===== config.mk =====
export PLATFORM = sky130hd
export DESIGN_NAME = gcd_operand_sequencer
export DESIGN_NICKNAME = d
export VERILOG_FILES = /design/src/rtl/gcd_operand_sequencer.sv
export SDC_FILE = /design/constraint.sdc
export NUM_CORES = 1
export LEC_CHECK = 0
export ABC_AREA = 1
export CORE_MARGIN = 2
export CORE_UTILIZATION = 35
export CTS_CLUSTER_SIZE = 12
export DETAILED_ROUTE_END_ITERATION = 8
export HOLD_SLACK_MARGIN = 0.08
export PLACE_DENSITY_LB_ADDON = 0.15
export SLEW_MARGIN = 10
export SYNTH_ARGS = -nofsm -noshare
export SYNTH_HDL_FRONTEND = slang
export SYNTH_SLANG_ARGS = --single-unit
export TNS_END_PERCENT = 10

===== constraint.sdc =====
create_clock -name clk -period 3.5 [get_ports clk]
set_input_delay 0.525 -clock clk [delete_from_list [all_inputs] [get_ports clk]]
set_output_delay 0.525 -clock clk [all_outputs]
set_load 0.02 [all_outputs]

===== src/rtl/gcd_operand_sequencer.sv =====
// -----------------------------------------------------------------------------
// gcd_operand_sequencer
//
// Builds two 16-bit operands from a 4-bit MSB-first nibble stream, launches
// the external subtractive GCD core with a one-cycle load pulse, waits for the
// core's valid flag, then returns the 16-bit result as four MSB-first nibbles
// under a valid/ready handshake.
//
// Ports:
//   clk         sole clock, rising edge
//   rst_n       asynchronous active-low reset
//   din         operand nibble (A first, then B, each MSB-first)
//   din_valid   din qualifier
//   din_ready   nibble accepted this cycle (only while collecting)
//   gcd_value1  operand A to the core
//   gcd_value2  operand B to the core
//   gcd_load    single-cycle load strobe to the core
//   gcd_result  result from the core
//   gcd_valid   result-valid flag from the core (honoured only while waiting)
//   res_nibble  result nibble, MSB-first
//   res_valid   res_nibble qualifier
//   res_ready   consumer accepts res_nibble
//   busy        operation in progress (start, wait or send)
// -----------------------------------------------------------------------------
module gcd_operand_sequencer (
    input  logic        clk,
    input  logic        rst_n,
    input  logic [3:0]  din,
    input  logic        din_valid,
    output logic        din_ready,
    output logic [15:0] gcd_value1,
    output logic [15:0] gcd_value2,
    output logic        gcd_load,
    input  logic [15:0] gcd_result,
    input  logic        gcd_valid,
    output logic [3:0]  res_nibble,
    output logic        res_valid,
    input  logic        res_ready,
    output logic        busy
);

    localparam logic [1:0] ST_COLLECT = 2'd0;
    localparam logic [1:0] ST_START   = 2'd1;
    localparam logic [1:0] ST_WAIT    = 2'd2;
    localparam logic [1:0] ST_SEND    = 2'd3;

    logic [1:0]  state_reg, state_next;
    logic [2:0]  cnt_reg, cnt_next;
    logic [1:0]  send_cnt_reg, send_cnt_next;
    logic [15:0] a_reg, a_next;
    logic [15:0] b_reg, b_next;
    logic [15:0] result_reg, result_next;

    logic        nib_accept;
    logic        res_accept;
    logic [15:0] b_shifted;
    logic [3:0]  result_nibbles [4];

    // Result split into nibbles, index 0 being the most significant one.
    genvar gi;
    generate
        for (gi = 0; gi < 4; gi++) begin : g_res_nib
            assign result_nibbles[gi] = result_reg[15-4*gi -: 4];
        end
    endgenerate

    assign din_ready  = (state_reg == ST_COLLECT);
    assign busy       = ~din_ready;
    assign gcd_load   = (state_reg == ST_START);
    assign res_valid  = (state_reg == ST_SEND);
    assign res_nibble = res_valid ? result_nibbles[send_cnt_reg] : 4'd0;
    assign gcd_value1 = a_reg;
    assign gcd_value2 = b_reg;

    assign nib_accept = din_ready & din_valid;
    assign res_accept = res_valid & res_ready;

    // B as it will look once the current nibble is shifted in; needed to
    // decide the zero-operand bypass on the same edge as the 8th nibble.
    assign b_shifted  = {b_reg[11:0], din};

    always_comb begin
        state_next    = state_reg;
        cnt_next      = cnt_reg;
        send_cnt_next = send_cnt_reg;
        a_next        = a_reg;
        b_next        = b_reg;
        result_next   = result_reg;

        case (state_reg)
            ST_COLLECT: begin
                if (nib_accept) begin
                    // cnt wraps 7 -> 0, so it is already cleared for the next run
                    cnt_next = cnt_reg + 3'd1;
                    if (!cnt_reg[2]) begin
                        a_next = {a_reg[11:0], din};
                    end else begin
                        b_next = b_shifted;
                    end
                    if (cnt_reg == 3'd7) begin
                        if ((a_reg != 16'd0) && (b_shifted != 16'd0)) begin
                            state_next = ST_START;
                        end else begin
                            // The subtractive core never terminates on a zero
                            // operand; gcd(0,x) = x, gcd(0,0) = 0 is just A|B.
                            state_next    = ST_SEND;
                            result_next   = a_reg | b_shifted;
                            send_cnt_next = 2'd0;
                        end
                    end
                end
            end
            ST_START: begin
                state_next = ST_WAIT;
            end
            ST_WAIT: begin
                if (gcd_valid) begin
                    result_next   = gcd_result;
                    send_cnt_next = 2'd0;
                    state_next    = ST_SEND;
                end
            end
            default: begin // ST_SEND
                if (res_accept) begin
                    send_cnt_next = send_cnt_reg + 2'd1;
                    if (send_cnt_reg == 2'd3) begin
                        state_next = ST_COLLECT;
                        cnt_next   = 3'd0;
                    end
                end
            end
        endcase
    end

    always_ff @(posedge clk or negedge rst_n) begin
        if (!rst_n) begin
            state_reg    <= ST_COLLECT;
            cnt_reg      <= 3'd0;
            send_cnt_reg <= 2'd0;
            a_reg        <= 16'd0;
            b_reg        <= 16'd0;
            result_reg   <= 16'd0;
        end else begin
            state_reg    <= state_next;
            cnt_reg      <= cnt_next;
            send_cnt_reg <= send_cnt_next;
            a_reg        <= a_next;
            b_reg        <= b_next;
            result_reg   <= result_next;
        end
    end

endmodule


# Word level (Yosys, flattened, before mapping)
# Index checks and enable logic that the tools add are counted.
dict set report classes {
  order_cmp 1
  n_addsub 2
  n_eq_ne 9
  n_reduce_logical 17
  n_bitwise 8
  muxes 26
}
# operator count
set op_table {}
lappend op_table {{2-to-1 mux 16 bit} 4}
lappend op_table {{case mux 16 bit (2 select lines)} 1}
lappend op_table {{nonzero test 16 bit} 2}
lappend op_table {{2-to-1 mux 2 bit} 11}
lappend op_table {{OR 16 bit} 1}
lappend op_table {{2-to-1 mux 4 bit} 3}
lappend op_table {{case mux 2 bit (3 select lines)} 2}
lappend op_table {{AND reduction 5 bit} 2}
lappend op_table {{2-to-1 mux 3 bit} 3}
lappend op_table {{binary-select mux 4 bit (select 2 bit)} 1}
lappend op_table {{nonzero test 4 bit} 2}
lappend op_table {{== test 2 bit, second input constant} 3}
lappend op_table {{case mux 3 bit (2 select lines)} 1}
lappend op_table {{AND reduction 3 bit} 2}
lappend op_table {{AND reduction 6 bit} 1}
lappend op_table {{nonzero test 2 bit} 3}
lappend op_table {{inequality test 2 x 1 -> 1 bit, second input constant} 2}
lappend op_table {{inequality test 2 bit, second input constant} 2}
lappend op_table {{inverter 1 bit} 4}
lappend op_table {{AND reduction 4 bit} 1}
lappend op_table {{adder 3 x 1 -> 3 bit, second input constant} 1}
lappend op_table {{== test 3 bit, second input constant} 1}
lappend op_table {{>= comparator 3 bit, second input constant} 1}
lappend op_table {{inverter 2 -> 3 bit} 1}
lappend op_table {{other kinds (7)} 8}
dict set report word_totals {
  register_bits 55
  out_inout_bits 40
  in_bits 25
  wordCells 69
}

# Depth between registers and ports, before layout
# Gate-level depths: netlist of the first run.
dict set report logic_depth {
  ltp_word 6
  depth_mapped 11
  depth_no_buf 9
}

# Least setup slack after synthesis of the first run
# Ideal clock, no wire load.
dict set report synth_timing {
  path_kind {flip-flop to flip-flop}
  startpoint {register state_reg[0]}
  endpoint {register result_reg[12] (netlist: result_nibbles[12])}
  synth_period_minus_slack_ns 1.832
  setup_ns 0.116
  slack_ns 1.668
  path_stages_with_launch 10
  arrival_ns 1.716
  cell_sequence {dfrtp_1 > inv_1 > ha_1 > inv_2 > or2_4 > nand3_4 > nor2_4 > buf_4 > nand3_1 > nand2_1}
}
dict set report synth_between {
  elab_chain_len 4
}
# item line
set synth_lines {}
lappend synth_lines {{from (decl)} 47} ;# logic [1:0] state_reg, state_next;
lappend synth_lines {{from (signal assigned)} 144} ;# state_reg <= state_next;
lappend synth_lines {{logical NOT 2 bit (*)} 67} ;# assign din_ready = (state_reg == ST_COLLECT);
lappend synth_lines {{net din_ready} 30} ;# output logic din_ready,
lappend synth_lines {{bitwise AND 1 bit} 75} ;# assign nib_accept = din_ready & din_valid;
lappend synth_lines {{inequality test 2 x 1 -> 1 bit (no source line)} --}
lappend synth_lines {{AND reduction 5 bit (no source line)} --}
lappend synth_lines {{to (signal assigned)} 149} ;# result_reg <= result_next;
lappend synth_lines {{to (decl)} 52} ;# logic [15:0] result_reg, result_next;
# Mark *: on every way through the listed nets, which the timed path passes. The rest lies on a longest branch.
# A chain may end at the register's enable or synchronous reset.

# Worst setup path in the final report of the first run
dict set report layout_timing {
  startpoint {register send_cnt_reg[0]}
  endpoint {output port res_nibble[1]}
}
dict set report layout_between {
  elab_chain_len 5
}
# item line
set layout_lines {}
lappend layout_lines {{from (decl)} 49} ;# logic [1:0] send_cnt_reg, send_cnt_next;
lappend layout_lines {{from (signal assigned)} 146} ;# send_cnt_reg <= send_cnt_next;
lappend layout_lines {{inverter 2 -> 3 bit (implied by the code)} 71} ;# assign res_nibble = res_valid ? result_nibbles[send_cnt_reg] : 4'd0;
lappend layout_lines {{binary-select mux 4 bit (select 2 bit)} 71}
lappend layout_lines {{2-to-1 mux 4 bit (implied by the code) (2 in series)} 71}
lappend layout_lines {{2-to-1 mux 4 bit} 71}
lappend layout_lines {{to (decl)} 36} ;# output logic [3:0] res_nibble,
# Every way passes these cells. The select of a mux whose other input is x is not followed.

==> results of run 1 <==
-- metal layers --
layer | GRT usage [%] | wire, um | vias to the layer above
met5 | 0 | 0 | -
met4 | 4.35 | 47 | 0
met3 | 3.29 | 241 | 4
met2 | 24.9 | 3190 | 42
met1 | 24.4 | 3520 | 1095
li1 | - | - | 1207
-- per-stage QoR --
stage / power (mW) / util, % / cell area, um2
finish: 3.48 / 46.7 / 3630
global route: 3.78 / 46.7 / 3630
CTS: 3.52 / 46.7 / 3630
detailed placement: 3.08 / 45.2 / 3510
global placement: 3.06 / 45.2 / 3510
floorplan: 2.39 / - / 2820
-- worst max path at each step --
| stage | slack [ps] | depth (start not counted) | endpoint | from |
|---|---|---|---|---|
| 2_1_floorplan | 1670 | 9 | result_nibbles[12] | state_reg[0] |
| 3_3_place_gp | 1060 | 9 | result_nibbles[11] | din[1] |
| 3_5_place_dp | 1060 | 9 | result_nibbles[12] | din[2] |
| 4_1_cts | 930 | 4 | res_nibble[1] | send_cnt_reg[0] |
| 5_1_grt | 790 | 4 | res_nibble[2] | send_cnt_reg[0] |
| 6_report | 980 | 4 | res_nibble[1] | send_cnt_reg[0] |
-- cells by family (layout without fill, tap and decap cells) --
| kind of cell | after synthesis | count (layout) | synth area share [%] |
|---|---|---|---|
| muxes | 20 | 20 | 7.99 |
| DFF | 55 | 55 | 48.8 |
| AOI/OAI and AO/OA | 45 | 45 | 7.99 |
| and+or+nand+nor | 179 | 179 | 26.4 |
| buffers and inverters | 31 | 92 | 5.28 |
| adders and majority gates | 8 | 8 | 3.55 |
-- placed cells by master, fill, tap and decap left out --
| cell type | n |
|---|---|
| nand2_1 | 108 |
| clkdlybuf4s50_1 | 63 |
| dfrtp_1 | 55 |
| nor2_1 | 43 |
| o21ai_0 | 38 |
| nand3_1 | 20 |
| mux2_2 | 20 |
| inv_1 | 17 |
| ha_1 | 8 |
| a21oi_1 | 7 |
| clkbuf_8 | 5 |
| inv_2 | 2 |
| or2_4 | 2 |
| or2_1 | 1 |
| nand3_4 | 1 |
| nand3b_1 | 1 |
| nor2_4 | 1 |
| nand2_4 | 1 |
| nand4_1 | 1 |
| clkinv_4 | 1 |
| bufinv_16 | 1 |
| inv_6 | 1 |
| buf_2 | 1 |
| buf_4 | 1 |
-- critical path, stage by stage (launching register included) --
cell and delay [ps]:
dfrtp_1 590, inv_1 190, o21ai_0 270, a21oi_1 100
clkdlybuf4s50_1 540
-- area by class of cell --
type                    instances  area [um2]  area share [%]
multi-input cells             252        1290            35.7
flip-flops and latches         55        1380            37.9
repair buffers                 65         643            17.7
inverters                      19        71.3            1.96
well taps                     102         128            3.52
clock inverters                 3        47.5            1.31
clock buffers                   5        68.8            1.90
-- power breakdown --
part           switching (mW)  internal (mW)
Combinational            1.03          0.783
Clock                   0.219          0.217
Sequential              0.311          0.927
==> flow_summary.ini, run 1 <==
[timing]
rsz0062_at_grt = no
setup_ws_ps = 976
tns_ps = 0
fin_crit_sh_pct = 72.1
worst-slew-pin-transition_ps = 806
maxSlewViolCount = 0
max_freq_ghz = 0.396
period_needed_ps = 2520
fin_skew_ps = 8.54
finalHoldViolations = 0
holdWs_ps = 288
max_slew_margin_pct = 46.1
finalSetupViolCount = 0

[finish]
final_nets = 431
antenna_cells = 0
drive_gt1_share_pct = 9.27
fill_cells = 821
fin_cells = 501
area_growth_pct = 28.7

[clocking]
htree_levels = 2
clk_path_buf_depth = 2
clkTransAtPathRegs_ps = 110
post_cts_buffers = 0
cts_tree = done
cts_buffers = 5
cts_resized = 0
root_buffer = clkbuf_8
clk_latency_ps = 310
cts_sinks = 55
ctsHoldBuffers = 0

[placed_design]
io_buffers = 64
gp_congestion = 0.757
post-dp-hpwl_um = 5320
place_inst = 493
pre_cts_ws_ps = 1060

[synth]
yosys-top-cells-area = dfrtp_1 (49%), nand2_1 (14%), mux2_2 (8.0%)
ys.flop_type = dfrtp_1
synthTopCellsByCount = nand2_1 (108), dfrtp_1 (55), nor2_1 (43)
synth.distinct_cells = 21
syn_area_per_cell_um2 = 8.34
yosysWarnings = 0
synthesis.area_mm2 = 0.00282
synth_seq_cells = 55
async_flop_share_pct = 100
synth_top_cell_by_area = dfrtp_1
syn_inst = 338
seq_area_frac_synth_pct = 48.8
syn-num-nets = 371
synth_top_area_share_pct = 48.8
yosysMostFrequentCell = nand2_1
synth_edf_count = 0

[route]
dr.pass1.iters = 4
first_iter_violations = 60
wl_um = 7000
remaining_drc_errors = 0
num_vias = 2348
viasPerCell = 4.69
avgRoutedWirePerCell_um = 14.0
ant_nets = 0

[worst_setup_path]
crit_path_max_fanout = 12
endpoint_kind = output port
ff2ff_path_depth = 9
arrival_ps = 2000
cp.required_ps = 2970
startpoint_type = flop
r2r-start = state_reg[0]
rrSetupSlack_ps = 1150
crit_type = reg -> out
r2r_end = result_nibbles[12]

[die]
die_w_um = 93.8
die-area_mm2 = 0.00879
rows = 32
io-pin-count = 65
die_y_um = 93.8
start_util_pct = 36.3
coreArea_mm2 = 0.00777

[grt]
grt_pass1_vias = 2238
grtUsageTotal_pct = 16.5
overflow = 0
grt_pass1_wl_um = 11400
antenna_found_initial = 0
grt_max_degree = 37

[status]
status = finished, final reports clean

[worst_hold_path]
hold_path_class = in -> async

[flow_run]
cap_violations = 0

[power_and_ir_drop]
vdd.ir_drop.worst_v = 0.000376
power-per-cell-area_mw_per_mm2 = 959
p_leak_nw = 1.74
No activity file was read; power rests on OpenSTA's default activity.
==> run 2, diff against run 1 <==
==> constraint.sdc (replaced) <==
create_clock -name clk -period 2.5 [get_ports clk]
set_input_delay 0.375 -clock clk [delete_from_list [all_inputs] [get_ports clk]]
set_output_delay 0.375 -clock clk [all_outputs]
set_load 0.02 [all_outputs]
==> flow_summary.ini, run 2 (same netlist as run 1, synthesis figures left out) <==
[die]
die_w_um = 93.8
coreArea_mm2 = 0.00777
start_util_pct = 36.3
die_y_um = 93.8
die-area_mm2 = 0.00879
rows = 32
io-pin-count = 65

[grt]
overflow = 0
antenna_found_initial = 0
grt_pass1_wl_um = 11800
grtUsageTotal_pct = 17.1
grt_max_degree = 56
grt_pass1_vias = 2382

[worst_setup_path]
arrival_ps = 1890
crit_path_max_fanout = 7
cp.required_ps = 2120
endpoint_kind = output port
crit_type = reg -> out
startpoint_type = flop

[timing]
fin_crit_sh_pct = 90.6
period_needed_ps = 2270
fin_skew_ps = 10.6
finalHoldViolations = 0
max_slew_margin_pct = 53.6
tns_ps = 0
rsz0062_at_grt = no
holdWs_ps = 187
maxSlewViolCount = 0
worst-slew-pin-transition_ps = 696
finalSetupViolCount = 0
max_freq_ghz = 0.441

[status]
status = finished, final reports clean

[route]
avgRoutedWirePerCell_um = 14.0
remaining_drc_errors = 0
dr.pass1.iters = 4
num_vias = 2384
wl_um = 7070
ant_nets = 0
first_iter_violations = 73
viasPerCell = 4.71

[finish]
layout.cells.most_common_list = nand2_1 (108), clkdlybuf4s50_1 (63), dfrtp_1 (54), nor2_1 (43), o21ai_0 (38)
area_growth_pct = 29.1
final-seq-area_mm2 = 0.00138
final_common_cell = nand2_1
antenna_cells = 0
fill_cells = 791
fin_cells = 506
drive_gt1_share_pct = 10.4
final_nets = 436
multi_input_area_mm2 = 0.00129

[flow_run]
cap_violations = 0

[power_and_ir_drop]
vdd.ir_drop.worst_v = 0.000563
power-per-cell-area_mw_per_mm2 = 1330
p_leak_nw = 1.75

[worst_hold_path]
hold_path_class = in -> async

[placed_design]
place_inst = 498
gp_congestion = 0.752
io_buffers = 64
post-dp-hpwl_um = 5260

[clocking]
cts_buffers = 5
htree_levels = 2
cts_tree = done
cts_sinks = 55
clk_latency_ps = 310
clkTransAtPathRegs_ps = 100
root_buffer = clkbuf_8
clk_path_buf_depth = 2
ctsHoldBuffers = 0
==> run 2: cell count changes in the layout (fill, tap and decap cells not counted) <==
cell | before | now
clkinvlp_4 | 0 | 1
dfrtp_2 | 0 | 1
buf_4 | 1 | 6
dfrtp_1 | 55 | 54
clkinv_4 | 1 | 0
clkbuf_1 | 0 | 1
bufinv_16 | 1 | 0
==> run 2: path summary, 6_finish.rpt <==
kind                                         from                  to  slack [ps]  depth (start not counted)
worst min-delay path                        rst_n  result_nibbles[14]         190                          2
max in group asynchronous                   rst_n     send_cnt_reg[0]        1820                          2
min in group clk                result_nibbles[2]   result_nibbles[2]         480                          2
worst max register to register       state_reg[0]       gcd_value2[2]         400                          8
worst max-delay path                 state_reg[0]           din_ready         230                          3
worst min register to register  result_nibbles[2]   result_nibbles[2]         480                          2
==> run 2: layout make-up <==
| type | instances | area share (%) |
|---|---|---|
| clock buffers | 6 | 1.99 |
| inverters | 19 | 1.96 |
| multi-input cells | 252 | 35.6 |
| flip-flops and latches | 55 | 37.8 |
| clock inverters | 2 | 0.447 |
| well taps | 102 | 3.51 |
| repair buffers | 70 | 18.7 |
==> run 2: power breakdown <==
part	total, mW	leakage [nW]	switching, mW	internal [mW]
registers	1.74	0.696	0.442	1.30
clock network	0.493	0.0418	0.291	0.202
logic	2.59	1.01	1.46	1.14
total	4.83	1.75	2.19	2.64
==> run 2: metal layers <==
metal  part of all wire (%)  global-route usage (%)  wire length (um)
met5                      0                       0                 0
met4                   0.59                    3.14                42
met2                     46                    27.3              3250
met3                    3.9                    3.45               276
met1                     49                    24.5              3500
==> run 2: what timing repair did <==
| item | in CTS | in global routing |
|---|---|---|
| setup buffers | 0 | 0 |
| endpoints found under the setup margin | 0 | 1 |
| gates resized for setup | 0 | 1 |
==> run 2: critical path, cell delays in order (launching register included) <==
cell and delay [ps]:
dfrtp_1 440, inv_1 130, ha_1 350, clkdlybuf4s50_1 670
==> run 2: per-stage QoR <==
step / worst slack [ps] / area (um2) / util [%] / total power [mW]
2_1_floorplan: 668 / 2820 / - / 3.35
3_3_place_gp: 417 / 3550 / 45.7 / 4.34
3_5_place_dp: 386 / 3550 / 45.7 / 4.37
4_1_cts: 153 / 3640 / 46.9 / 4.88
5_1_grt: 11.4 / 3640 / 46.9 / 5.28
6_report: 234 / 3640 / 46.9 / 4.83
